$ cat src/rtl/issue_controller.sv
// Multi-lane decode/issue controller: per-lane decode, in-order issue with structural
// hazard checks (memory port, multiplier, HI/LO busy), and a registered control stage.
module issue_controller #(
  parameter int unsigned LANES    = 2,
  parameter int unsigned MULT_LAT = 4
) (
  input  logic                 clk,
  input  logic                 reset_n,
  input  logic [LANES-1:0]     in_valid,
  input  logic [6*LANES-1:0]   op,
  input  logic [6*LANES-1:0]   func,
  input  logic [LANES-1:0]     equal,
  input  logic                 hold,
  output logic [2:0]           issue_count,
  output logic                 stall,
  output logic                 mult_busy,
  output logic [LANES-1:0]     issue_valid,
  output logic [LANES-1:0]     memwrite,
  output logic [LANES-1:0]     regwrite,
  output logic [LANES-1:0]     memtoreg,
  output logic [LANES-1:0]     regdst,
  output logic [LANES-1:0]     alusrc,
  output logic [LANES-1:0]     se_ze,
  output logic [LANES-1:0]     branch,
  output logic [LANES-1:0]     start_mult,
  output logic [LANES-1:0]     mult_sign,
  output logic [4*LANES-1:0]   alu_op,
  output logic [2*LANES-1:0]   out_sel,
  output logic [LANES-1:0]     ill_op,
  output logic [1:0]           pcsrc
);

  localparam int unsigned CW = $clog2(MULT_LAT + 1);

  typedef struct packed {
    logic       memwrite;
    logic       regwrite;
    logic       memtoreg;
    logic       regdst;
    logic       alusrc;
    logic       se_ze;
    logic       branch;
    logic       start_mult;
    logic       mult_sign;
    logic [3:0] alu_op;
    logic [1:0] out_sel;
    logic       ill_op;
    logic       is_mem;
    logic       is_mulunit;
    logic       is_beq;
    logic       is_bne;
    logic       is_j;
  } dec_t;

  // Single-lane decoder; unknown encodings decode to an all-zero nop with ill_op set.
  function automatic dec_t decode(input logic [5:0] o, input logic [5:0] f);
    dec_t d;
    d = '0;
    case (o)
      6'h00: begin
        d.regwrite = 1'b1;
        d.regdst   = 1'b1;
        case (f)
          6'h20, 6'h21: d.alu_op = 4'b0100;
          6'h22, 6'h23: d.alu_op = 4'b1100;
          6'h24:        d.alu_op = 4'b0000;
          6'h25:        d.alu_op = 4'b0001;
          6'h26:        d.alu_op = 4'b0010;
          6'h27:        d.alu_op = 4'b0011;
          6'h2a:        d.alu_op = 4'b1101;
          6'h2b:        d.alu_op = 4'b0110;
          6'h18, 6'h19: begin
            d.regwrite   = 1'b0;
            d.regdst     = 1'b0;
            d.start_mult = 1'b1;
            d.mult_sign  = (f == 6'h18);
            d.is_mulunit = 1'b1;
          end
          6'h10: begin d.out_sel = 2'b11; d.is_mulunit = 1'b1; end
          6'h12: begin d.out_sel = 2'b10; d.is_mulunit = 1'b1; end
          default: begin d = '0; d.ill_op = 1'b1; end
        endcase
      end
      6'h08, 6'h09: begin d.regwrite = 1'b1; d.alusrc = 1'b1; d.se_ze = 1'b1; d.alu_op = 4'b0100; end
      6'h0a:        begin d.regwrite = 1'b1; d.alusrc = 1'b1; d.se_ze = 1'b1; d.alu_op = 4'b1101; end
      6'h0b:        begin d.regwrite = 1'b1; d.alusrc = 1'b1; d.se_ze = 1'b1; d.alu_op = 4'b0110; end
      6'h0c:        begin d.regwrite = 1'b1; d.alusrc = 1'b1; d.alu_op = 4'b0000; end
      6'h0d:        begin d.regwrite = 1'b1; d.alusrc = 1'b1; d.alu_op = 4'b0001; end
      6'h0e:        begin d.regwrite = 1'b1; d.alusrc = 1'b1; d.alu_op = 4'b0010; end
      6'h0f:        begin d.regwrite = 1'b1; d.alusrc = 1'b1; d.out_sel = 2'b01; end
      6'h23: begin
        d.regwrite = 1'b1; d.alusrc = 1'b1; d.memtoreg = 1'b1; d.se_ze = 1'b1;
        d.alu_op = 4'b0100; d.is_mem = 1'b1;
      end
      6'h2b: begin
        d.memwrite = 1'b1; d.alusrc = 1'b1; d.se_ze = 1'b1;
        d.alu_op = 4'b0100; d.is_mem = 1'b1;
      end
      6'h04:   begin d.branch = 1'b1; d.se_ze = 1'b1; d.is_beq = 1'b1; end
      6'h05:   begin d.branch = 1'b1; d.se_ze = 1'b1; d.is_bne = 1'b1; end
      6'h02:   d.is_j = 1'b1;
      default: d.ill_op = 1'b1;
    endcase
    return d;
  endfunction

  dec_t           dec [LANES];
  logic [CW-1:0]  mult_cnt;
  logic [LANES-1:0] issued;
  logic [2:0]     cnt;
  logic [2:0]     vcnt;
  logic           chain;
  logic           mem_seen;
  logic           mul_seen;
  logic           ctl_seen;
  logic           mult_load;
  logic [1:0]     pc_next;

  always_comb begin
    for (int k = 0; k < LANES; k++) begin
      dec[k] = decode(op[6*k +: 6], func[6*k +: 6]);
    end
  end

  // In-order issue walk; once a lane is blocked every younger lane is blocked too.
  always_comb begin
    issued    = '0;
    cnt       = 3'd0;
    vcnt      = 3'd0;
    chain     = 1'b1;
    mem_seen  = 1'b0;
    mul_seen  = 1'b0;
    ctl_seen  = 1'b0;
    mult_load = 1'b0;
    pc_next   = 2'b00;
    for (int k = 0; k < LANES; k++) begin
      vcnt  = vcnt + 3'(in_valid[k]);
      chain = chain & in_valid[k] & ~hold & ~(dec[k].is_mem & mem_seen)
            & ~(dec[k].is_mulunit & (mult_busy | mul_seen)) & ~ctl_seen;
      issued[k] = chain;
      if (chain) begin
        cnt       = cnt + 3'd1;
        mem_seen  = mem_seen | dec[k].is_mem;
        mul_seen  = mul_seen | dec[k].start_mult;
        ctl_seen  = ctl_seen | dec[k].is_beq | dec[k].is_bne | dec[k].is_j;
        mult_load = mult_load | dec[k].start_mult;
        if ((dec[k].is_beq & equal[k]) | (dec[k].is_bne & ~equal[k])) pc_next = 2'b01;
        if (dec[k].is_j) pc_next = 2'b10;
      end
    end
  end

  assign issue_count = cnt;
  assign stall       = (|in_valid) & (cnt < vcnt);
  assign mult_busy   = (mult_cnt != '0);

  always_ff @(posedge clk) begin
    if (!reset_n) begin
      mult_cnt    <= '0;
      issue_valid <= '0;
      memwrite    <= '0;
      regwrite    <= '0;
      memtoreg    <= '0;
      regdst      <= '0;
      alusrc      <= '0;
      se_ze       <= '0;
      branch      <= '0;
      start_mult  <= '0;
      mult_sign   <= '0;
      alu_op      <= '0;
      out_sel     <= '0;
      ill_op      <= '0;
      pcsrc       <= 2'b00;
    end else begin
      if (mult_load)               mult_cnt <= CW'(MULT_LAT);
      else if (mult_cnt != '0)     mult_cnt <= mult_cnt - CW'(1);
      for (int k = 0; k < LANES; k++) begin
        issue_valid[k]    <= issued[k];
        memwrite[k]       <= issued[k] & dec[k].memwrite;
        regwrite[k]       <= issued[k] & dec[k].regwrite;
        memtoreg[k]       <= issued[k] & dec[k].memtoreg;
        regdst[k]         <= issued[k] & dec[k].regdst;
        alusrc[k]         <= issued[k] & dec[k].alusrc;
        se_ze[k]          <= issued[k] & dec[k].se_ze;
        branch[k]         <= issued[k] & dec[k].branch;
        start_mult[k]     <= issued[k] & dec[k].start_mult;
        mult_sign[k]      <= issued[k] & dec[k].mult_sign;
        ill_op[k]         <= issued[k] & dec[k].ill_op;
        alu_op[4*k +: 4]  <= issued[k] ? dec[k].alu_op  : 4'b0000;
        out_sel[2*k +: 2] <= issued[k] ? dec[k].out_sel : 2'b00;
      end
      pcsrc <= pc_next;
    end
  end

endmodule

$ cat config.mk
export PLATFORM = sky130hd
export DESIGN_NAME = issue_controller
export DESIGN_NICKNAME = d
export VERILOG_FILES = /design/src/rtl/issue_controller.sv
export SDC_FILE = /design/constraint.sdc
export NUM_CORES = 1
export LEC_CHECK = 0
export CAP_MARGIN = 20
export CORE_MARGIN = 2
export CORE_UTILIZATION = 46
export CTS_CLUSTER_DIAMETER = 50
export CTS_CLUSTER_SIZE = 12
export DETAILED_ROUTE_END_ITERATION = 8
export PLACE_DENSITY = 0.8
export SETUP_SLACK_MARGIN = 0.1
export SKIP_LAST_GASP = 1
export SLEW_MARGIN = 30
export SYNTH_ARGS = -nofsm -noshare
export SYNTH_HDL_FRONTEND = slang
export SYNTH_SLANG_ARGS = --single-unit
$ cat constraint.sdc
create_clock -name clk -period 3.9 [get_ports clk]
set_clock_uncertainty 0.1 [all_clocks]
set_input_delay 0.585 -clock clk [delete_from_list [all_inputs] [get_ports clk]]
set_output_delay 0.585 -clock clk [all_outputs]
set_load 0.02 [all_outputs]
==> reports/metrics.csv, run 1 <==
metric,value,unit
status,"complete, no violations",
synthesis-stage register bit count,39,
Die Span Y,73.5,um
Reg-to-Reg End,se_ze[1]$_SDFF_PN0_,
cell taking the most area after synthesis,dfxtp_1,
drt pass-1 iters,4,
number of synthesized flops with an enable pin,0,
Crit Path Max Fanout,2,
DRT antenna net count,0,
WL final,6.29,mm
largest net degree at the start of global routing,23,
R2R depth,9,
final slew viol count,0,
DP Worst Slack,-0.279,ns
Starting DRT DRC Count,199,
critical path endpoint category,output pin,
Core Rows,25,
Hold Crit Class,flip-flop to flip-flop,
RSZ-0062 raised after global routing,false,
core area,4690,um^2
Initial Utilization,0.474,
Post-synth top cells,"dfxtp_1 (39), nor2_1 (18), inv_1 (14)",
net count after synthesis,295,
Longest Clk Path Bufs,2,
hold depth,2,
fmax,269,MHz
"reg-to-reg slack, setup",1.79,ns
Post-route DRC,0,
cell leakage power,1.33,nW
CTS tree,yes,
sequential element share of the synthesized area,0.351,
H-tree depth,2,
global route overflow,0,
multi-input logic area,1340,um^2
Fin Setup TNS,0,ns
I/O pin count,72,
Max Cap Viol,0,
Critical Path Start Type,input pin,
"Top FF cell, synth",dfxtp_1,
syn_area_per_cell,8.62,um^2
Clock transition at path regs,0.08,ns
Worst-Skew Late Latency,0.29,ns
Final min period,3.72,ns
top cell type's share of synthesized area,0.351,
VDD IR-drop max,0.338,mV
worst hold endpoint,mult_cnt[1]$_SDFFE_PP0N_,
Die X,73.5,um
Post-Syn Instances,258,
Worst Slack Setup Final,0.182,ns
Final #Nets,413,
share of cells above drive strength 1,0.226,
gp weighted congestion,0.863,
Root Buffer Master,clkbuf_8,
crit path kind,input pin to output pin,
post-detail-place hpwl,4.62,mm
Die Area,5410,um^2
worst-margin pin slew,0.597,ns
register area,781,um^2
Synth cell types,59,
DR vias/cell,5.65,
ant diodes,0,
final hold viol count,0,
Syn. warnings,0,
GRT Total Usage,0.241,
Tcrit/Tclk final,0.953,
Worst Path Arrival,3.03,ns
top-count cell post-synth,dfxtp_1,
initial antenna violation count,0,
Worst EP required,3.21,ns
Routed WL per cell,14.6,um
vias in the first global route,2216,
"Async S/R FF share, synth",0,
Layout area overhead,56.1,%
HP Start,mult_cnt[1]$_SDFFE_PP0N_,
Sink Count,39,
slew margin rel.,0.601,
Synth Cell Area,2220,um^2
Power Density,317,nW/um^2
first-pass GRT wire length,10.2,mm
FILL cells,363,
main area contributors after synthesis,"dfxtp_1 (35%), a2111oi_0 (3.9%), ha_1 (3.4%)",
reg2reg start,mult_cnt[0]$_SDFFE_PP0N_,
DR vias,2430,
number of port buffers,70,
CTS Buf Count,5,
"Setup violations, final",0,
## timing repair
action / in CTS / in global routing
buffers inserted: 1 / 0
endpoints found under the setup margin: 2 / 2
pin swaps: 1 / 1
endpoints found under the hold margin: 0 / 0
hold buffers: 0 / 0
resized for setup: 6 / 4
## worst max path at each step
stage	start	endpoint	depth (start not counted)
5_1_grt	op[11]	issue_count[1]	8
2_1_floorplan	func[8]	stall	9
3_3_place_gp	op[11]	stall	9
3_5_place_dp	op[11]	stall	9
6_report	op[11]	issue_count[1]	8
4_1_cts	op[11]	stall	9
## power breakdown
| part | internal (mW) | switching, mW | leakage [nW] | total [mW] |
|---|---|---|---|---|
| Sequential | 0.413 | 0.00779 | 0.315 | 0.421 |
| Clock | 0.187 | 0.139 | 0.0513 | 0.326 |
| Combinational | 0.181 | 0.174 | 0.959 | 0.354 |
| Total | 0.781 | 0.320 | 1.33 | 1.10 |
## per-layer routing
| layer | up-vias | GRT usage | routed length [um] |
|---|---|---|---|
| li1 | 1189 | - | - |
| met4 | 0 | 0.0667 | 102 |
| met1 | 1111 | 0.320 | 2810 |
| met2 | 116 | 0.394 | 2950 |
| met3 | 14 | 0.0508 | 433 |
| met5 | - | 0 | 0 |
## registers in the layout, indices dropped and copies added (netlist names)
register,cells
pcsrc,2
branch,2
mult_sign,2
out_sel,4
memwrite,2
mult_cnt,3
start_mult,2
ill_op,2
se_ze,2
alusrc,2
issue_valid,2
alu_op,8
regdst,2
regwrite,2
memtoreg,2
## stage by stage
stage / utilization / total power [mW] / cell area, um^2 / hold slack (ns) / std cells
finish: 0.740 / 1.10 / 3470 / 0.470 / 430
global route: 0.740 / 1.15 / 3470 / 0.491 / 430
CTS: 0.735 / 1.10 / 3450 / 0.474 / 430
detailed placement: 0.712 / 0.775 / 3340 / 0.460 / 422
global placement: 0.712 / 0.768 / 3340 / 0.437 / 422
floorplan: - / 0.612 / 2230 / 0.418 / 258
## layout by cell type (no fill, tap or decap), types with 7 or more instances in the layout
master and instances:
nand2b_1 7, nor4_1 8, a2111oi_0 10, clkdlybuf4s50_1 68
nand2_1 12, nor2_1 18, inv_1 14, buf_4 59
o21ai_0 7, nor2b_1 7, nor3_1 11, a21oi_1 13
dfxtp_1 39
## final cells by class
type	count	share of cell area
multi-input combinational	188	0.385
timing repair buffer	128	0.326
sequential	39	0.225
clock buffer	6	0.0209
tap	54	0.0195
inverter	14	0.0151
clock inverter	1	0.00865
## kinds of logic (layout without fill, tap and decap cells)
group | Yosys count | after routing | synth area share
flops | 39 | 39 | 0.351
simple gates | 111 | 111 | 0.301
compound gates | 62 | 62 | 0.217
fa+ha+maj | 6 | 6 | 0.0337
mux | 3 | 3 | 0.0141
buf+inv | 31 | 149 | 0.0624
other cells | 1 | 1 | 0.00169
xor+xnor | 5 | 5 | 0.0197
## worst max-delay path: stages
cell and delay (ns):
clkdlybuf4s50_1 0.42, or3_4 0.41, or3_4 0.42, a221oi_4 0.23, nor3b_2 0.09, ha_2 0.22, buf_4 0.14, clkdlybuf4s50_1 0.53
Power figures use the tool's default switching activity.
==> run 2, diff against run 1 <==
--- a/config.mk
+++ b/config.mk
@@ -12,8 +12,8 @@
 export CTS_CLUSTER_SIZE = 12
 export DETAILED_ROUTE_END_ITERATION = 8
-export PLACE_DENSITY = 0.8
+export PLACE_DENSITY = 0.84
 export SETUP_SLACK_MARGIN = 0.1
 export SKIP_LAST_GASP = 1
-export SLEW_MARGIN = 30
+export SLEW_MARGIN = 5
 export SYNTH_ARGS = -nofsm -noshare
 export SYNTH_HDL_FRONTEND = slang
==> constraint.sdc (replaced) <==
create_clock -name clk -period 3.9 [get_ports clk]
set_clock_uncertainty 0.1 [all_clocks]
set_input_delay 0.585 -clock clk [delete_from_list [all_inputs] [get_ports clk]]
set_output_delay 0.585 -clock clk [all_outputs]
set_load 0.005 [all_outputs]
==> run 2 against run 1 <==
  * Non-clock buffer count shrank 5
  * Worst hold slack worse by 0.0026 ns
  * Cell count decreased by 0.93%
  * Critical path type unchanged
==> reports/metrics.csv, run 2 (same netlist as run 1, synthesis figures left out) <==
metric,value,unit,change
Fin Setup TNS,0,ns,unchanged
Final Power,1.10,mW,about the same
Worst EP required,3.21,ns,about the same
Starting DRT DRC Count,170,,was 199
Hold Crit Class,flip-flop to flip-flop,,unchanged
M1 WL,2.73,mm,was 2.81 mm
Die Area,5410,um^2,unchanged
crit path kind,input pin to output pin,,unchanged
Final #Nets,408,,was 413
Post-route DRC,0,,unchanged
critical path's slowest cell,clkdlybuf4s50_1,,unchanged
DR vias,2500,,was 2430
post-CTS sizing,2,,was 6
RSZ-0062 raised after global routing,false,,unchanged
Die X,73.5,um,unchanged
Sink Count,39,,unchanged
Post-CTS Hold Buffers,0,,unchanged
DP Worst Slack,-0.198,ns,was -0.279 ns
I/O pin count,72,,unchanged
max FFs per register,8,,unchanged
most frequent cells in the layout,"clkdlybuf4s50_1 (69), buf_4 (53), dfxtp_1 (39)",,"was clkdlybuf4s50_1 (68), buf_4 (59), dfxtp_1 (39)"
CTS Buf Count,5,,unchanged
CTS tree,yes,,unchanged
"Setup violations, final",0,,unchanged
Post-Layout Cell Count,426,,was 430
global route overflow,0,,unchanged
first-pass GRT wire length,10.8,mm,was 10.2 mm
routed wire length on met2,3.48,mm,was 2.95 mm
design area,3430,um^2,was 3470 um^2
gp weighted congestion,0.849,,was 0.863
Initial Utilization,0.474,,unchanged
"Setup Fix Bufs, Post-CTS",0,,was 1
worst-margin pin slew,0.505,ns,was 0.597 ns
Die Span Y,73.5,um,unchanged
DR vias/cell,5.87,,was 5.65
core area,4690,um^2,unchanged
top sig layer,met4,,unchanged
Post-Place Cell Area,3300,um^2,was 3340 um^2
post-detail-place hpwl,5.11,mm,was 4.62 mm
CP max stage delay,0.42,ns,was 0.53 ns
slew margin rel.,0.661,,was 0.601
Clock transition at path regs,0.07,ns,was 0.08 ns
fmax,272,MHz,was 269 MHz
met3 WL,415,um,was 433 um
VDD IR-drop max,0.222,mV,was 0.338 mV
number of port buffers,70,,unchanged
Critical Path Start Type,input pin,,unchanged
Root Buffer Master,clkbuf_8,,unchanged
Max Cap Viol,0,,unchanged
final core utilization,0.731,,was 0.740
cell leakage power,1.31,nW,was 1.33 nW
largest net degree at the start of global routing,21,,was 23
Worst Path Arrival,3.00,ns,was 3.03 ns
Core Rows,25,,unchanged
final slew viol count,0,,unchanged
Worst-Skew Late Latency,0.30,ns,was 0.29 ns
GRT Total Usage,0.257,,was 0.241
drt pass-1 iters,5,,was 4
final hold viol count,0,,unchanged
Crit Path Max Fanout,2,,unchanged
Layout area overhead,54.2,%,was 56.1%
status,"complete, no violations",,unchanged
Routed WL per cell,16.0,um,was 14.6 um
ant diodes,0,,unchanged
initial antenna violation count,0,,unchanged
share of cells above drive strength 1,0.215,,was 0.226
Longest Clk Path Bufs,2,,unchanged
placed cell count,418,,was 422
worst path cell trace,"clkdlybuf4s50_1, or3_4, or3_4, a221oi_4, nor3b_1, ha_1, ha_1, a211oi_2, clkbuf_2",,"was clkdlybuf4s50_1, or3_4, or3_4, a221oi_4, nor3b_2, ha_2, buf_4, clkdlybuf4s50_1"
Tcrit/Tclk final,0.944,,was 0.953
Hold WS,0.468,ns,was 0.470 ns
Final min period,3.68,ns,was 3.72 ns
FILL cells,368,,was 363
"most common cell after layout, fill and taps aside",clkdlybuf4s50_1,,unchanged
WL final,6.81,mm,was 6.29 mm
biggest regs,"alu_op: 8 flops, out_sel: 4 flops, mult_cnt: 3 flops",,unchanged
critical path endpoint category,output pin,,unchanged
Power Density,319,nW/um^2,was 317 nW/um^2
vias in the first global route,2332,,was 2216
DRT antenna net count,0,,unchanged
Worst Slack Setup Final,0.220,ns,was 0.182 ns
Top reg by flops,alu_op,,unchanged
H-tree depth,2,,unchanged
-- run 2: area by class of cell --
cell class,count,area [um^2],area share
repair buffers,123,1090,0.319
clock inverters,2,35.0,0.0102
well taps,54,67.6,0.0197
flip-flops and latches,39,781,0.228
multi-input cells,188,1320,0.384
clock buffers,6,82.6,0.0241
inverters,14,52.6,0.0153
-- run 2: final timing paths --
check                                         startpoint  cells after the start  slack (ns)                        to
worst max-delay path                              op[11]                      9        0.22                     stall
worst min-delay path            mult_cnt[0]$_SDFFE_PP0N_                      3        0.47  mult_cnt[0]$_SDFFE_PP0N_
worst max register to register  mult_cnt[0]$_SDFFE_PP0N_                      9        1.67      alusrc[1]$_SDFF_PN0_
worst min register to register  mult_cnt[0]$_SDFFE_PP0N_                      3        0.47  mult_cnt[0]$_SDFFE_PP0N_
-- run 2: worst max-delay path, delay by kind of cell --
family | cells | cell delay [ns]
AO/OA/AOI/OAI | 2 | 0.39
adder cells (fa/ha/maj) | 2 | 0.54
buffers and inverters | 2 | 0.56
AND/OR/NAND/NOR | 3 | 0.91
-- run 2: where the power goes --
part / switching [mW] / internal, mW / total, mW
clock: 0.144 / 0.207 / 0.351
combinational: 0.155 / 0.168 / 0.323
sequential: 0.00804 / 0.413 / 0.421
-- run 2: metal layers --
| metal | track usage | vias up |
|---|---|---|
| met3 | 0.0370 | 23 |
| li1 | - | 1181 |
| met1 | 0.313 | 1161 |
| met5 | 0 | - |
| met2 | 0.450 | 135 |
| met4 | 0.105 | 0 |
